--- src/rtl/seq_shift_add_multiplier.sv ---
// seq_shift_add_multiplier: iterative WIDTH x WIDTH -> 2*WIDTH shift-add
// multiplier retiring one multiplier bit per cycle. The accumulate step uses
// a WIDTH+1-bit Kogge-Stone parallel-prefix adder. Valid/ready on both sides.
// Optional feature: define MUL_SIGNED_EN to add the signed_mode port
// (sign-magnitude handling around the unsigned core).
module seq_shift_add_multiplier #(
    parameter int WIDTH = 32,
    parameter int CNT_W = $clog2(WIDTH + 1)
) (
    input  logic               clk,
    input  logic               rst_n,
    input  logic               in_valid,
    output logic               in_ready,
    input  logic [WIDTH-1:0]   in0,
    input  logic [WIDTH-1:0]   in1,
`ifdef MUL_SIGNED_EN
    input  logic               signed_mode,
`endif
    output logic               out_valid,
    input  logic               out_ready,
    output logic [2*WIDTH-1:0] result,
    output logic               busy
);

    localparam int LVL = $clog2(WIDTH + 1);

    typedef enum logic [1:0] {IDLE, CALC, DONE} state_t;

    state_t               state;
    logic [WIDTH-1:0]     mcand;
    logic [WIDTH-1:0]     mplier;
    logic [WIDTH-1:0]     acc;
    logic [CNT_W-1:0]     count;
`ifdef MUL_SIGNED_EN
    logic                 neg;
`endif

    logic [WIDTH-1:0]     op0;
    logic [WIDTH-1:0]     op1;
    logic                 op_neg;
    logic [WIDTH:0]       ks_a;
    logic [WIDTH:0]       ks_b;
    logic [WIDTH:0]       ks_sum;
    logic [WIDTH:0]       g;
    logic [WIDTH:0]       p;
    logic [WIDTH:0]       gn;
    logic [WIDTH:0]       pn;
    logic [WIDTH:0]       p0;
    logic [2*WIDTH-1:0]   next_prod;
    logic [2*WIDTH-1:0]   prod_fin;

    // Operand conditioning at accept: magnitudes plus product sign when signed
    always_comb begin
        op0    = in0;
        op1    = in1;
        op_neg = 1'b0;
`ifdef MUL_SIGNED_EN
        if (signed_mode) begin
            if (in0[WIDTH-1]) op0 = ~in0 + 1'b1;
            if (in1[WIDTH-1]) op1 = ~in1 + 1'b1;
            op_neg = in0[WIDTH-1] ^ in1[WIDTH-1];
        end
`endif
    end

    // Kogge-Stone accumulate of the conditional multiplicand, then the shifted step
    always_comb begin
        ks_a = {1'b0, acc};
        ks_b = mplier[0] ? {1'b0, mcand} : '0;
        g    = ks_a & ks_b;
        p    = ks_a ^ ks_b;
        p0   = p;
        gn   = '0;
        pn   = '0;
        for (int unsigned l = 0; l < LVL; l++) begin
            gn = g;
            pn = p;
            for (int unsigned i = (1 << l); i <= WIDTH; i++) begin
                gn[i] = g[i] | (p[i] & g[i - (1 << l)]);
                pn[i] = p[i] & p[i - (1 << l)];
            end
            g = gn;
            p = pn;
        end
        ks_sum[0] = p0[0];
        for (int unsigned i = 1; i <= WIDTH; i++) begin
            ks_sum[i] = p0[i] ^ g[i-1];
        end
        // {acc, mplier} after add-then-shift-right: sum drops into the top,
        // its LSB moves into the vacated multiplier MSB
        next_prod = {ks_sum, mplier[WIDTH-1:1]};
    end

    // Final product, negated on the last step when the operand signs differed
    always_comb begin
        prod_fin = next_prod;
`ifdef MUL_SIGNED_EN
        if (neg) prod_fin = ~next_prod + 1'b1;
`endif
    end

    // Control FSM and datapath registers, all outputs registered
    always_ff @(posedge clk or negedge rst_n) begin
        if (!rst_n) begin
            state     <= IDLE;
            in_ready  <= 1'b1;
            out_valid <= 1'b0;
            busy      <= 1'b0;
            result    <= '0;
            mcand     <= '0;
            mplier    <= '0;
            acc       <= '0;
            count     <= '0;
`ifdef MUL_SIGNED_EN
            neg       <= 1'b0;
`endif
        end else begin
            case (state)
                IDLE: begin
                    if (in_valid) begin
                        mcand    <= op0;
                        mplier   <= op1;
                        acc      <= '0;
                        count    <= '0;
`ifdef MUL_SIGNED_EN
                        neg      <= op_neg;
`endif
                        state    <= CALC;
                        in_ready <= 1'b0;
                        busy     <= 1'b1;
                    end
                end
                CALC: begin
                    acc    <= next_prod[2*WIDTH-1:WIDTH];
                    mplier <= next_prod[WIDTH-1:0];
                    count  <= count + 1'b1;
                    if (count == CNT_W'(WIDTH - 1)) begin
                        state     <= DONE;
                        out_valid <= 1'b1;
                        result    <= prod_fin;
                    end
                end
                DONE: begin
                    if (out_ready) begin
                        state     <= IDLE;
                        out_valid <= 1'b0;
                        busy      <= 1'b0;
                        in_ready  <= 1'b1;
                    end
                end
                default: state <= IDLE;
            endcase
        end
    end

`ifndef MUL_SIGNED_EN
    // op_neg only feeds the signed path; keep it referenced in the unsigned build
    logic unused_neg;
    assign unused_neg = op_neg;
`endif

endmodule
--- config.mk ---
export PLATFORM = sky130hd
export DESIGN_NAME = seq_shift_add_multiplier
export DESIGN_NICKNAME = d
export VERILOG_FILES = /design/src/rtl/seq_shift_add_multiplier.sv
export SDC_FILE = /design/constraint.sdc
export NUM_CORES = 1
export LEC_CHECK = 0
export CORE_UTILIZATION = 26
export DETAILED_ROUTE_END_ITERATION = 16
export DONT_BUFFER_PORTS = 1
export GPL_TIMING_DRIVEN = 1
export MAX_ROUTING_LAYER = met4
export SETUP_SLACK_MARGIN = 0.5
export SYNTH_ARGS = -nofsm -noshare
export SYNTH_HDL_FRONTEND = slang
export SYNTH_SLANG_ARGS = --single-unit
export TNS_END_PERCENT = 20
--- constraint.sdc ---
create_clock -name clk -period 2.8 [get_ports clk]
set_input_delay 0.28 -clock clk [delete_from_list [all_inputs] [get_ports clk]]
set_output_delay 0.28 -clock clk [all_outputs]
set_load 0.01 [all_outputs]
# --- Yosys cells after proc, flatten, opt, wreduce, memory -nomap -nowiden ---
# Index checks and enable logic that the tools add are counted.
classes:
  add_sub_neg: 1
  multipliers: 0
  div_mod_pow: 0
  magnitude_cmp: 0
  n_eq_ne: 6
  shifts: 0
  mux: 19
  bitwise: 390
  n_reduce_logical: 10
op_table:
  columns: ["cell", "n"]
  rows:
  - ["$and 1x1->1", 227]
  - ["$or 1x1->1", 129]
  - ["$pmux 32 s2", 2]
  - ["$mux 32", 3]
  - ["$and 32x32->32", 1]
  - ["$xor 32x32->32", 1]
  - ["$xor 1x1->1", 31]
  - ["$pmux 6 s2", 1]
  - ["$reduce_and 3->1", 3]
  - ["$add 6x1->6 const B", 1]
  - ["$eq 6x5->1 const B", 1]
  - ["$mux 2", 3]
  - ["$mux 6", 1]
  - ["$ne 2x2->1 const B", 3]
  - ["$pmux 1 s2", 3]
  - ["$pmux 2 s3", 1]
  - ["$reduce_and 2->1", 3]
  - ["$reduce_bool 2->1", 3]
  - ["$mux 1", 5]
  - ["$eq 2x1->1 const B", 1]
  - ["$eq 2x2->1 const B", 1]
  - ["$logic_not 2->1", 1]
  - ["$xor 1x1->1 const A", 1]
totals:
  ff_bits: 171
  latch_bits: 0
  mem_bits_rw: 0
  romBits: 0
  input_bits: 68
  out_inout_bits: 67
  word_cells: 435
  memories: 0

# --- Logic depth before layout (Yosys ltp) ---
depth:
  word_depth: 14
  depth_mapped: 11

# --- Worst setup path before layout ---
# No wires, ideal clock.
synth_path:
  path_type: "reg-to-reg"
  from: "register mplier[0]"
  to: "register result[63]"
  setup_time_ns: 0.136
  t_arrival_ns: 2.441
  required_time_ns: 2.664
  slack_ns: 0.222
  stages_incl_launch_ff: 10
  n_path_buf: 0
  synth_period_minus_slack_ns: 2.578
  path_cell_list: "dfrtp_1 -> and2_1 -> ha_1 -> fa_1 -> a21o_1 -> a31o_2 -> a31o_2 -> a211o_1 -> a41oi_2 -> o21ai_0"
synth_between:
  elab_chain_len: 13
synth_lines:
  columns: ["item", "line", "rtl"]
  rows:
  - ["start: declaration", "31", "logic [WIDTH-1:0] mplier;"]
  - ["start signal: assignment", "122", "mplier <= op1;"]
  - ["start signal: assignment", "135", "mplier <= next_prod[WIDTH-1:0];"]
  - ["$mux 32 *", "69", "ks_b = mplier[0] ? {1'b0, mcand} : '0;"]
  - ["$xor 32x32->32 or $and 32x32->32 (tied branches)", "71, 70", null]
  - ["$and 1x1->1", "79", "gn[i] = g[i] | (p[i] & g[i - (1 << l)]);"]
  - ["$or 1x1->1", "79", null]
  - ["$and 1x1->1", "79", null]
  - ["$or 1x1->1", "79", null]
  - ["$and 1x1->1", "79", null]
  - ["$or 1x1->1", "79", null]
  - ["$and 1x1->1", "79", null]
  - ["$or 1x1->1", "79", null]
  - ["$and 1x1->1", "79", null]
  - ["$or 1x1->1 *", "79", null]
  - ["$xor 1x1->1 *", "87", "ks_sum[i] = p0[i] ^ g[i-1];"]
  - ["end signal: assignment", "140", "result <= prod_fin;"]
  - ["end: declaration", "21", "output logic [2*WIDTH-1:0] result,"]
# Mark *: on every way between the ends. The rest lies on a longest branch, timed or not.
# A chain may end at the register's enable or synchronous reset.

# --- Final worst setup path ---
layout_path:
  from: "register mplier[0]"
  to: "register acc[31]"
layout_between:
  elab_chain_len: 14
layout_lines:
  columns: ["item", "line", "rtl"]
  rows:
  - ["$mux 32 *", "69", null]
  - ["$xor 32x32->32 or $and 32x32->32 (tied branches)", "71, 70", null]
  - ["$and 1x1->1", "79", null]
  - ["$or 1x1->1", "79", null]
  - ["$and 1x1->1", "79", null]
  - ["$or 1x1->1", "79", null]
  - ["$and 1x1->1", "79", null]
  - ["$or 1x1->1", "79", null]
  - ["$and 1x1->1", "79", null]
  - ["$or 1x1->1", "79", null]
  - ["$and 1x1->1", "79", null]
  - ["$or 1x1->1 *", "79", null]
  - ["$xor 1x1->1 *", "87", null]
  - ["$pmux 32 s2 *", "118", "case (state)"]
  - ["end signal: assignment", "134", "acc <= next_prod[2*WIDTH-1:WIDTH];"]
  - ["end: declaration", "32", "logic [WIDTH-1:0] acc;"]
# Marked as above.

==> impl_metrics.csv <==
group,metric,value,unit
detailed_routing,drt_iter0_markers,603,
layout,utilization,34.1,%
synth,synth.avg_cell_area,8.80,µm²
grt,gr-total-overflow,0,
synth,ys_seq_area_share,48.3,%
grt,grt_use_met3,3.29,%
power_and_ir_drop,power.total,15400,µW
run_status,violations,"hold timing",
sta,period_share,97.8,%
worst_setup_path,end_kind,"flip-flop",
detailed_routing,wire_per_inst,17.4,µm
hold_path,hold_class,"input port to asynchronous set/reset pin",
synth,synthArstFlopShare,100,%
synth,synth_ff_type,"dfrtp_1",
synth,synthAdderAreaFrac,4.89,%
layout,diodes,0,
clocking,clock_path_buffers,2,
sta,fin_crit,2.74,ns
power_and_ir_drop,powerDensity,1340,nW/µm²
clocking,cts_hold_buf,48,
power_and_ir_drop,power_leakage,0.00499,µW
grt,use_met2,24.9,%
synth,synthXorXnorAreaFrac,2.27,%
sta,fin_skew,0.0147,ns
grt,first_global_vias,7623,
detailed_routing,vias_per_cell,4.88,
synth,synth_top_family_by_area,"simple AND/OR/NAND/NOR gates",
synth,syn_area,8860,µm²
floorplan,die_w,187,µm
sta,holdWs,-0.459,ns
placement,hpwl,17.7,mm
sta,timing.fmax,365,MHz
sta,worst_pin_slew,0.610,ns
grt,grt_pass1_wl,42.9,mm
synth,syn_inst,1007,
clocking,cts_tree,"yes",
clocking,h-tree-depth,4,
clocking,clk_latency,0.45,ns
floorplan,die_area,34800,µm²
run,maxCapViolCount,0,
detailed_routing,vias,7515,
run_status,status,"finished with violations",
layout,syn_to_final_growth,29.3,%
worst_setup_path,cp.arrival,3.05,ns
sta,relSlewSlack,59.3,%
floorplan,rows,67,
floorplan,io_pins,135,
layout,drive_above_1_share,18.7,%
placement,portBuffers,0,
worst_setup_path,r2r_cells,10,
worst_setup_path,worstPathRequired,3.11,ns
synth,ys_ff_latch,171,
sta,grt_setup_unrepaired,"yes",
worst_setup_path,reg2reg_from,"mplier[0]",
sta,fin_ws,0.0603,ns
grt,antenna_found_initial,0,
placement,finalWeightedCongestion,0.857,
floorplan,core-area,33500,µm²
power_and_ir_drop,peakVddDrop,0.000483,V
layout,nets,1181,
sta,final.setup.tns,0,ns
synth,synth.distinct_cells,67,
synth,synthMuxAreaShare,1.27,%
worst_setup_path,rrSetupSlack,0.06,ns
sta,slew_viol_final,0,
synth,syn_nets,1109,
clocking,cts_buffers,17,
grt,global_route.peak_usage_layer,"met2",
detailed_routing,route.detailed.drc,0,
clocking,cts.sinks,171,
detailed_routing,ant_nets,0,
floorplan,start_util,26.4,%
synth,synth_edf_count,0,
synth,synth-compound-area-share,16.6,%
worst_setup_path,cp-start-kind,"flip-flop",
grt,grtUsageTotal,16.1,%
clocking,clk_pin_slew,0.08,ns
grt,met1_usage,20.8,%
sta,setup_viol,0,
placement,pre_cts_ws,-0.00870,ns
detailed_routing,wl,26.8,mm
floorplan,die-height,187,µm
synth,synthSimpleGateAreaFrac,23.7,%
worst_setup_path,cp_max_fo,6,
grt,grt_max_degree,172,
detailed_routing,dr.pass1.iters,5,
sta,finalHoldViolations,171,
clocking,cts_root_buf,"clkbuf_16",
worst_setup_path,r2r-end,"acc[31]",
synth,ys_warn_count,0,
worst_setup_path,critical_path_class,"flip-flop to flip-flop",
==> sequential cells by signal (all words and copies together) (netlist names) <==
signal     flops
out_valid      1
state          2
in_ready       1
acc           32
count          6
mcand         32
mplier        32
busy           1
result        64
==> worst max-delay path by stage <==
stage / from / to / slack (ns) / cells past startpoint
2_1_floorplan: mplier[0] / result[63] / 0.40 / 9
3_3_place_gp: mplier[0] / result[52] / -0.07 / 9
3_5_place_dp: mplier[0] / acc[28] / -0.009 / 10
4_1_cts: mplier[0] / acc[31] / 0.04 / 10
5_1_grt: mplier[0] / acc[25] / -0.04 / 13
6_report: mplier[0] / acc[31] / 0.06 / 10
==> cell type report <==
| class | instances | area (µm²) |
|---|---|---|
| clock buffer | 18 | 439 |
| clock inverter | 14 | 111 |
| fill | 3470 | 22100 |
| inverter | 7 | 26.3 |
| multi-input combinational | 772 | 4990 |
| sequential | 171 | 4280 |
| tap | 448 | 561 |
| timing repair buffer | 110 | 1040 |
==> placed cells by master (no fill, tap or decap), types with 5 or more instances in the layout <==
master	synthesis	final
a21oi_1	39	27
nor2_1	91	85
buf_12	0	5
dlygate4sd3_1	0	48
ha_4	0	18
dfrtp_1	170	169
a21oi_4	1	5
nor3_1	10	9
and2_1	33	29
xnor2_1	10	8
o22ai_1	31	31
a211oi_2	2	5
nand3_1	26	24
nand2_1	278	277
ha_1	33	11
inv_6	0	5
o21ai_1	2	11
xor2_2	0	5
inv_1	7	7
buf_4	1	52
o31ai_1	7	5
o21a_1	10	10
o21ai_0	57	44
o211ai_1	7	7
a22o_1	9	9
clkbuf_16	0	18
xor2_1	13	8
a21oi_2	1	9
nand4_1	15	15
a221oi_2	2	5
==> cell usage after synthesis, drive strengths merged (3+ instances only) <==
master | number | area (µm²)
nand4 | 15 | 93.8
o22ai | 31 | 194
or2 | 4 | 25.0
inv | 7 | 26.3
a22o | 9 | 78.8
mux2 | 7 | 82.6
a211oi | 7 | 62.6
o21ai | 59 | 295
nor2 | 91 | 342
nand2 | 278 | 1040
clkbuf | 38 | 143
and3 | 5 | 31.3
mux2i | 3 | 30.0
o21a | 10 | 75.1
dfrtp | 170 | 4250
nor3 | 10 | 50.1
a21oi | 41 | 220
ha | 33 | 413
buf | 19 | 96.3
o211ai | 8 | 65.1
nand2b | 4 | 25.0
o31a | 3 | 26.3
a211o | 6 | 53.8
nor4 | 5 | 37.5
xnor2 | 10 | 87.6
or3 | 4 | 25.0
a221oi | 6 | 65.1
o31ai | 9 | 86.3
nand3 | 26 | 130
xor2 | 13 | 114
a21o | 4 | 30.0
a21boi | 3 | 22.5
and4 | 3 | 26.3
a31o | 3 | 26.3
a32oi | 3 | 26.3
a31oi | 5 | 31.3
and2 | 33 | 206
==> worst max-delay path: stages (launching register included) <==
cell     delay, ns
dfrtp_2       0.46
buf_12        0.16
and2_4        0.14
ha_4          0.16
fa_2          0.34
a21o_1        0.21
a31o_4        0.25
a31o_4        0.25
a211o_4       0.34
a41oi_2       0.19
o21ai_1       0.08
==> cells by family after synthesis <==
kind of cell	after synthesis
flops	171
simple gates	486
buf+inv	64
compound gates	219
xor+xnor	23
mux	10
fa+ha+maj	34
==> power breakdown <==
| part | total [µW] | switching [µW] | internal (µW) |
|---|---|---|---|
| Sequential | 4330 | 865 | 3470 |
| Clock | 2280 | 1100 | 1180 |
| Combinational | 8770 | 4870 | 3910 |
==> through the flow <==
step	cell area, µm²	instances
2_1_floorplan	9050	1007
3_3_place_gp	9760	1441
3_5_place_dp	9760	1441
4_1_cts	11000	1532
5_1_grt	11400	1540
6_report	11400	1540
==> what timing repair did <==
item / in CTS / in global routing
endpoints found under the hold margin: 220 / 171
setup endpoints to repair: 54 / 56
setup buffers: 11 / 7
pin swaps: 14 / 40
gates cloned: 0 / 1
resized for setup: 23 / 74
==> metal layers <==
metal	routed length [µm]	share of wire (%)
met2	12900	48
met4	498	1.9
met5	0	0
met3	976	3.6
met1	12400	46
Power figures use the tool's default switching activity.
